`src/rtl/erasure_pkg.sv`:
```
// Shared sizes, FSM state type and LLR reliability helpers for the erasure marking stage.
package erasure_pkg;

    localparam int LLR_W     = 24;
    localparam int SYM_W     = 8;
    localparam int N_SYM     = 255;
    localparam int MAX_ERASE = 16;
    localparam int N_LVL     = 2;
    localparam int CNT_W     = $clog2(SYM_W);

    typedef enum logic [0:0] {
        WAIT_THR = 1'b0,
        RUN      = 1'b1
    } state_t;

    // Magnitude of a signed LLR; the most-negative code maps to the largest positive value.
    function automatic logic [LLR_W-1:0] abs_sat(input logic [LLR_W-1:0] x);
        if (!x[LLR_W-1]) begin
            return x;
        end else if (x == {1'b1, {(LLR_W-1){1'b0}}}) begin
            return {1'b0, {(LLR_W-1){1'b1}}};
        end else begin
            return -x;
        end
    endfunction

    function automatic logic is_unreliable(input logic [LLR_W-1:0] llr,
                                           input logic [LLR_W-1:0] cutoff);
        logic signed [LLR_W:0] neg_mag;
        logic signed [LLR_W:0] thr_ext;
        neg_mag = -$signed({1'b0, abs_sat(llr)});
        thr_ext = $signed({cutoff[LLR_W-1], cutoff});
        return neg_mag > thr_ext;
    endfunction

endpackage

```
`src/rtl/llr_symbol_packer.sv`:
```
// Shifts hard decisions into RS symbols and tracks per-level sticky erasure flags.
module llr_symbol_packer
    import erasure_pkg::*;
(
    input  logic                          clock,
    input  logic                          reset,
    input  logic                          accept,
    input  logic [LLR_W-1:0]              llr,
    input  logic [N_LVL-1:0][LLR_W-1:0]   cutoff,
    output logic                          done,
    output logic [N_LVL-1:0]              done_erase,
    output logic                          sym_valid,
    output logic [SYM_W-1:0]              sym_data,
    output logic [N_LVL-1:0]              sym_erase
);

    localparam logic [CNT_W-1:0] LAST_BIT = CNT_W'(SYM_W - 1);

    logic [CNT_W-1:0] bit_cnt_reg;
    logic [SYM_W-2:0] shift_reg;
    logic [SYM_W-1:0] done_data;
    logic             last_bit;

    assign last_bit  = (bit_cnt_reg == LAST_BIT);
    assign done      = accept && last_bit;
    assign done_data = {shift_reg, llr[LLR_W-1]};

    always_ff @(posedge clock or negedge reset) begin
        if (!reset) begin
            bit_cnt_reg <= '0;
            shift_reg   <= '0;
        end else if (accept) begin
            bit_cnt_reg <= last_bit ? '0 : bit_cnt_reg + 1'b1;
            shift_reg   <= last_bit ? '0 : done_data[SYM_W-2:0];
        end
    end

    genvar gi;
    generate
        for (gi = 0; gi < N_LVL; gi++) begin : g_lvl
            logic unrel;
            logic sticky_reg;

            assign unrel          = is_unreliable(llr, cutoff[gi]);
            assign done_erase[gi] = sticky_reg | unrel;

            // Flag restarts with each symbol so one bad bit taints only its own symbol.
            always_ff @(posedge clock or negedge reset) begin
                if (!reset) begin
                    sticky_reg <= 1'b0;
                end else if (accept) begin
                    sticky_reg <= last_bit ? 1'b0 : (sticky_reg | unrel);
                end
            end

            always_ff @(posedge clock or negedge reset) begin
                if (!reset) begin
                    sym_erase[gi] <= 1'b0;
                end else if (done) begin
                    sym_erase[gi] <= done_erase[gi];
                end
            end
        end
    endgenerate

    always_ff @(posedge clock or negedge reset) begin
        if (!reset) begin
            sym_valid <= 1'b0;
            sym_data  <= '0;
        end else begin
            sym_valid <= done;
            if (done) begin
                sym_data <= done_data;
            end
        end
    end

endmodule

```
`src/rtl/erasure_marker.sv`:
```
// Marks RS symbols as erasures at two LLR cutoff levels and counts them per codeword.
module erasure_marker
    import erasure_pkg::*;
(
    input  logic              clock,
    input  logic              reset,
    input  logic              cutoff_threshold_ready,
    input  logic [LLR_W-1:0]  cutoff_threshold_0,
    input  logic [LLR_W-1:0]  cutoff_threshold_1,
    input  logic              bit_valid,
    input  logic [LLR_W-1:0]  bit_llr,
    output logic              bit_ready,
    output logic              sym_valid,
    output logic [SYM_W-1:0]  sym_data,
    output logic              sym_erase_0,
    output logic              sym_erase_1,
    output logic [7:0]        sym_index,
    output logic              cw_done,
    output logic [7:0]        erase_count_0,
    output logic [7:0]        erase_count_1,
    output logic              erase_overflow_0,
    output logic              erase_overflow_1
);

    localparam logic [7:0] LAST_SYM = 8'(N_SYM - 1);

    state_t                        state_reg;
    logic                          accept;
    logic                          thr_sampled_reg;
    logic [7:0]                    sym_idx_reg;
    logic                          last_sym;
    logic                          done;
    logic [N_LVL-1:0]              done_erase;
    logic [N_LVL-1:0]              sym_erase;
    logic [N_LVL-1:0][LLR_W-1:0]   live_thr;
    logic [N_LVL-1:0][LLR_W-1:0]   eff_thr;
    logic [N_LVL-1:0][7:0]         count_out;
    logic [N_LVL-1:0]              ovf_out;

    assign bit_ready   = (state_reg == RUN);
    assign accept      = bit_valid && bit_ready;
    assign last_sym    = (sym_idx_reg == LAST_SYM);
    assign live_thr[0] = cutoff_threshold_0;
    assign live_thr[1] = cutoff_threshold_1;

    always_ff @(posedge clock or negedge reset) begin
        if (!reset) begin
            state_reg <= WAIT_THR;
        end else if (state_reg == WAIT_THR && cutoff_threshold_ready) begin
            state_reg <= RUN;
        end
    end

    // The first bit of a codeword sees the live cutoffs; the rest see the captured copy.
    always_ff @(posedge clock or negedge reset) begin
        if (!reset) begin
            thr_sampled_reg <= 1'b0;
        end else if (done && last_sym) begin
            thr_sampled_reg <= 1'b0;
        end else if (accept) begin
            thr_sampled_reg <= 1'b1;
        end
    end

    always_ff @(posedge clock or negedge reset) begin
        if (!reset) begin
            sym_idx_reg <= '0;
            sym_index   <= '0;
            cw_done     <= 1'b0;
        end else begin
            cw_done <= done && last_sym;
            if (done) begin
                sym_index   <= sym_idx_reg;
                sym_idx_reg <= last_sym ? '0 : sym_idx_reg + 8'd1;
            end
        end
    end

    genvar gi;
    generate
        for (gi = 0; gi < N_LVL; gi++) begin : g_lvl
            logic [LLR_W-1:0] thr_reg;
            logic [7:0]       run_cnt_reg;
            logic [7:0]       total;
            logic [7:0]       erase_cnt_reg;
            logic             erase_ovf_reg;

            assign eff_thr[gi]   = thr_sampled_reg ? thr_reg : live_thr[gi];
            assign total         = (run_cnt_reg == 8'hFF) ? 8'hFF
                                                          : run_cnt_reg + {7'd0, done_erase[gi]};
            assign count_out[gi] = erase_cnt_reg;
            assign ovf_out[gi]   = erase_ovf_reg;

            always_ff @(posedge clock or negedge reset) begin
                if (!reset) begin
                    thr_reg <= '0;
                end else if (accept && !thr_sampled_reg) begin
                    thr_reg <= live_thr[gi];
                end
            end

            always_ff @(posedge clock or negedge reset) begin
                if (!reset) begin
                    run_cnt_reg   <= '0;
                    erase_cnt_reg <= '0;
                    erase_ovf_reg <= 1'b0;
                end else if (done) begin
                    if (last_sym) begin
                        run_cnt_reg   <= '0;
                        erase_cnt_reg <= total;
                        erase_ovf_reg <= (total > 8'(MAX_ERASE));
                    end else begin
                        run_cnt_reg <= total;
                    end
                end
            end
        end
    endgenerate

    llr_symbol_packer u_packer (
        .clock      (clock),
        .reset      (reset),
        .accept     (accept),
        .llr        (bit_llr),
        .cutoff     (eff_thr),
        .done       (done),
        .done_erase (done_erase),
        .sym_valid  (sym_valid),
        .sym_data   (sym_data),
        .sym_erase  (sym_erase)
    );

    assign sym_erase_0      = sym_erase[0];
    assign sym_erase_1      = sym_erase[1];
    assign erase_count_0    = count_out[0];
    assign erase_count_1    = count_out[1];
    assign erase_overflow_0 = ovf_out[0];
    assign erase_overflow_1 = ovf_out[1];

endmodule

```
`config.mk`:
```
export PLATFORM = sky130hd
export DESIGN_NAME = erasure_marker
export DESIGN_NICKNAME = d
export VERILOG_FILES = /design/src/rtl/erasure_pkg.sv /design/src/rtl/llr_symbol_packer.sv /design/src/rtl/erasure_marker.sv
export SDC_FILE = /design/constraint.sdc
export NUM_CORES = 1
export LEC_CHECK = 0
export CAP_MARGIN = 30
export CORE_AREA = 5 5 106 147
export DETAILED_ROUTE_END_ITERATION = 12
export DIE_AREA = 0 0 111 152
export PLACE_DENSITY = 0.81
export SLEW_MARGIN = 20
export SYNTH_ARGS = -nofsm -noshare
export SYNTH_HDL_FRONTEND = slang
export SYNTH_SLANG_ARGS = --single-unit
export TNS_END_PERCENT = 10
```
`constraint.sdc`:
```
create_clock -name clock -period 10.4 [get_ports clock]
set_input_delay 3.12 -clock clock [delete_from_list [all_inputs] [get_ports clock]]
set_output_delay 3.12 -clock clock [all_outputs]
set_load 0.02 [all_outputs]
```
==> impl_metrics.ini, run 1 <==
[run_status]
status = finished, final reports clean

[timing]
fmax_mhz = 106.3
finalSetupTns_ns = 0
fin_skew_ns = 0.01433
hold_viol = 0
slew_headroom = 0.4575
fin_crit_ns = 9.406
post-route-period-util = 0.9044
holdWs_ns = 0.4764
worstMarginPinSlew_ns = 0.8138
rsz0062_at_grt = no
slew_viol_final = 0
setup-violations-final = 0

[floorplanning]
core_area_um2 = 14250
rows = 52
die_w_um = 111
ioPinCount = 115
initial_core_util = 0.5810
floorplan.die.height_um = 152
die_area_um2 = 16870

[detailed_routing]
wl_mm = 20.91
postRouteAntennaNets = 0
viasPerCell = 5.912
dr_total_vias = 6882
drcViolationCount = 0
met1Wirelength_mm = 8.340
dr.pass1.iters = 5
drt_iter0_drc = 419
wl_met3_um = 895
routed.top_layer = met4
routedWlPerCell_um = 17.96
wl_met2_mm = 10.74

[clock_network]
path_clk_slew_ns = 0.06
cts_buffers = 17
clkSinkCount = 124
clkLatencyLatePin_ns = 0.42
cts_tree = done
cts-htree-levels = 4
clock_path_buffers = 2
root_buffer = clkbuf_16
post_cts_buffers = 0
cts_hold_buf = 0
cts.repair.resized = 0

[power]
powerDensity_nw_per_um2 = 171.4
ir_worst_vdd_mv = 0.1427
power_leakage_nw = 4.691

[final_layout]
largest_reg_flops = 48
diodes = 0
fillerInstances = 1055
areaGrowthSynthToFinish_pct = 22.75
post-route-util = 0.7131
final_common_cell = dfrtp_1
final_cells = 1164
final_cell_mix = dfrtp_1, clkdlybuf4s50_1, nand2_1, ha_1, nor2_1
drive_gt1_frac = 0.1231
fin_nets = 1098

[logic_synthesis]
synth.distinct_cells = 71
synth_nets = 1005
seq_area_frac_synth = 0.3748
async_flop_share = 1.000
synth_cells = 869
synth-edff-count = 0
avgSynthCellArea_um2 = 9.526
ys.warnings.count = 0
ys.flop_type = dfrtp_1
netlist_area_um2 = 8278
ys_seq_elements = 124

[critical_path]
r2r-start = thr_sampled_reg
r2r_slack_ns = 5.72
cp-start-kind = input pin
critPathMaxStageDelay_ns = 0.58
reg2reg_to = erase_overflow_1
rr_worst_depth = 19
endpoint_kind = flop
crit_top_cell = ha_1
slowest_stage = or4b_4
criticalPathCategory = in2reg
critPathRequiredTime_ns = 10.68
arrival_ns = 9.68
path_max_fanout = 10

[global_route]
grt-ovfl-total = 0
first_global_vias = 7107
grt_max_degree = 54
antenna_found_initial = 0
grt_util_all_layers = 0.2503
grt_pass1_wl_mm = 34.71

[hold_path]
hold_end = erase_count_1[1]
min_from = erase_count_1[1]
holdPathStages = 2
hp-class = reg2reg

[place]
dp.final_hpwl_mm = 15.39
gp_congestion = 0.9311
dp.cells = 1132
port_buffers = 114

[job]
drv_cap = 0
## critical path, delay by kind of cell
family / cells / cell delay (ns)
compound gates: 8 / 1.31
xor+xnor: 2 / 0.44
fa+ha+maj: 4 / 0.92
buf+inv: 2 / 0.66
simple gates: 15 / 3.23
## worst max path at each step
stage | startpoint | end | slack (ns) | cells past startpoint
floorplan | bit_llr[0] | erase_overflow_1 | 1.75 | 32
global placement | bit_llr[0] | erase_overflow_1 | 0.90 | 31
detailed placement | bit_llr[1] | erase_overflow_1 | 0.67 | 31
CTS | bit_llr[1] | erase_overflow_1 | 1.05 | 31
global route | bit_llr[8] | erase_overflow_1 | 0.33 | 30
finish | bit_llr[1] | erase_overflow_1 | 0.99 | 31
## power breakdown
| part | total, W | internal [W] | switching, W |
|---|---|---|---|
| Sequential | 0.000626 | 0.000565 | 0.0000612 |
| Combinational | 0.000496 | 0.000231 | 0.000265 |
| Clock | 0.000619 | 0.000381 | 0.000238 |
## routing by layer
metal,up-vias,GRT usage
met1,3277,0.2867
li1,3338,-
met3,64,0.05173
met4,0,0.1244
met2,203,0.4407
met5,-,0
## synthesized netlist by cell type, types with 4 or more instances
master | n | area, um2
o22a_1 | 11 | 96.34
and3_1 | 8 | 50.05
a22o_1 | 4 | 35.03
inv_1 | 14 | 52.55
nand4_1 | 21 | 131.4
or3_1 | 10 | 62.56
nor2_1 | 58 | 217.7
o21a_1 | 6 | 45.04
nand3_1 | 22 | 110.1
o21ai_0 | 39 | 195.2
dfrtp_1 | 124 | 3103
clkbuf_1 | 35 | 131.4
xor2_1 | 18 | 157.7
nor3_1 | 11 | 55.05
a31oi_1 | 17 | 106.4
nand2b_1 | 15 | 93.84
o31ai_1 | 9 | 67.56
a21o_1 | 11 | 82.58
nor2b_1 | 5 | 31.28
o211ai_1 | 5 | 37.54
mux2_2 | 55 | 619.3
mux2i_1 | 54 | 540.5
buf_1 | 8 | 30.03
ha_1 | 60 | 750.7
nor4_1 | 8 | 50.05
nand2_1 | 111 | 416.7
o22ai_1 | 5 | 31.28
or2_2 | 6 | 37.54
xnor2_1 | 26 | 227.7
a21oi_1 | 37 | 185.2
## cell type report
| type | count | area (um2) | area share |
|---|---|---|---|
| sequential | 124 | 3104 | 0.3055 |
| tap | 189 | 236.5 | 0.02327 |
| multi-input combinational | 680 | 4910 | 0.4832 |
| clock inverter | 15 | 186.4 | 0.01835 |
| clock buffer | 17 | 425.4 | 0.04187 |
| timing repair buffer | 123 | 1239 | 0.1219 |
| inverter | 16 | 60.06 | 0.005911 |
## cells by family after synthesis
logic type | count (synthesis) | share of synthesized area
adder cells (fa/ha/maj) | 60 | 0.09069
multiplexers | 109 | 0.1401
XOR/XNOR | 44 | 0.04655
AND/OR/NAND/NOR | 297 | 0.1781
buffers and inverters | 65 | 0.03265
AO/OA/AOI/OAI | 170 | 0.1371
flip-flops | 124 | 0.3748
## per-stage QoR
stage | cell area (um2) | total power [W] | worst slack [ns]
6_report | 10160 | 0.001741 | 0.9943
5_1_grt | 10160 | 0.001841 | 0.3280
4_1_cts | 10160 | 0.001750 | 1.051
3_5_place_dp | 9549 | 0.001121 | 0.6715
3_3_place_gp | 9502 | 0.001101 | 0.9046
2_1_floorplan | 8278 | 0.0009380 | 1.750
Note: power is estimated with default switching activity, not from simulation.
==> run 2, diff against run 1 <==
Settings changed: SLEW_MARGIN 20 to unset.
==> results of run 2 <==
Final layout, timing and power as in run 1 (identical DEF).
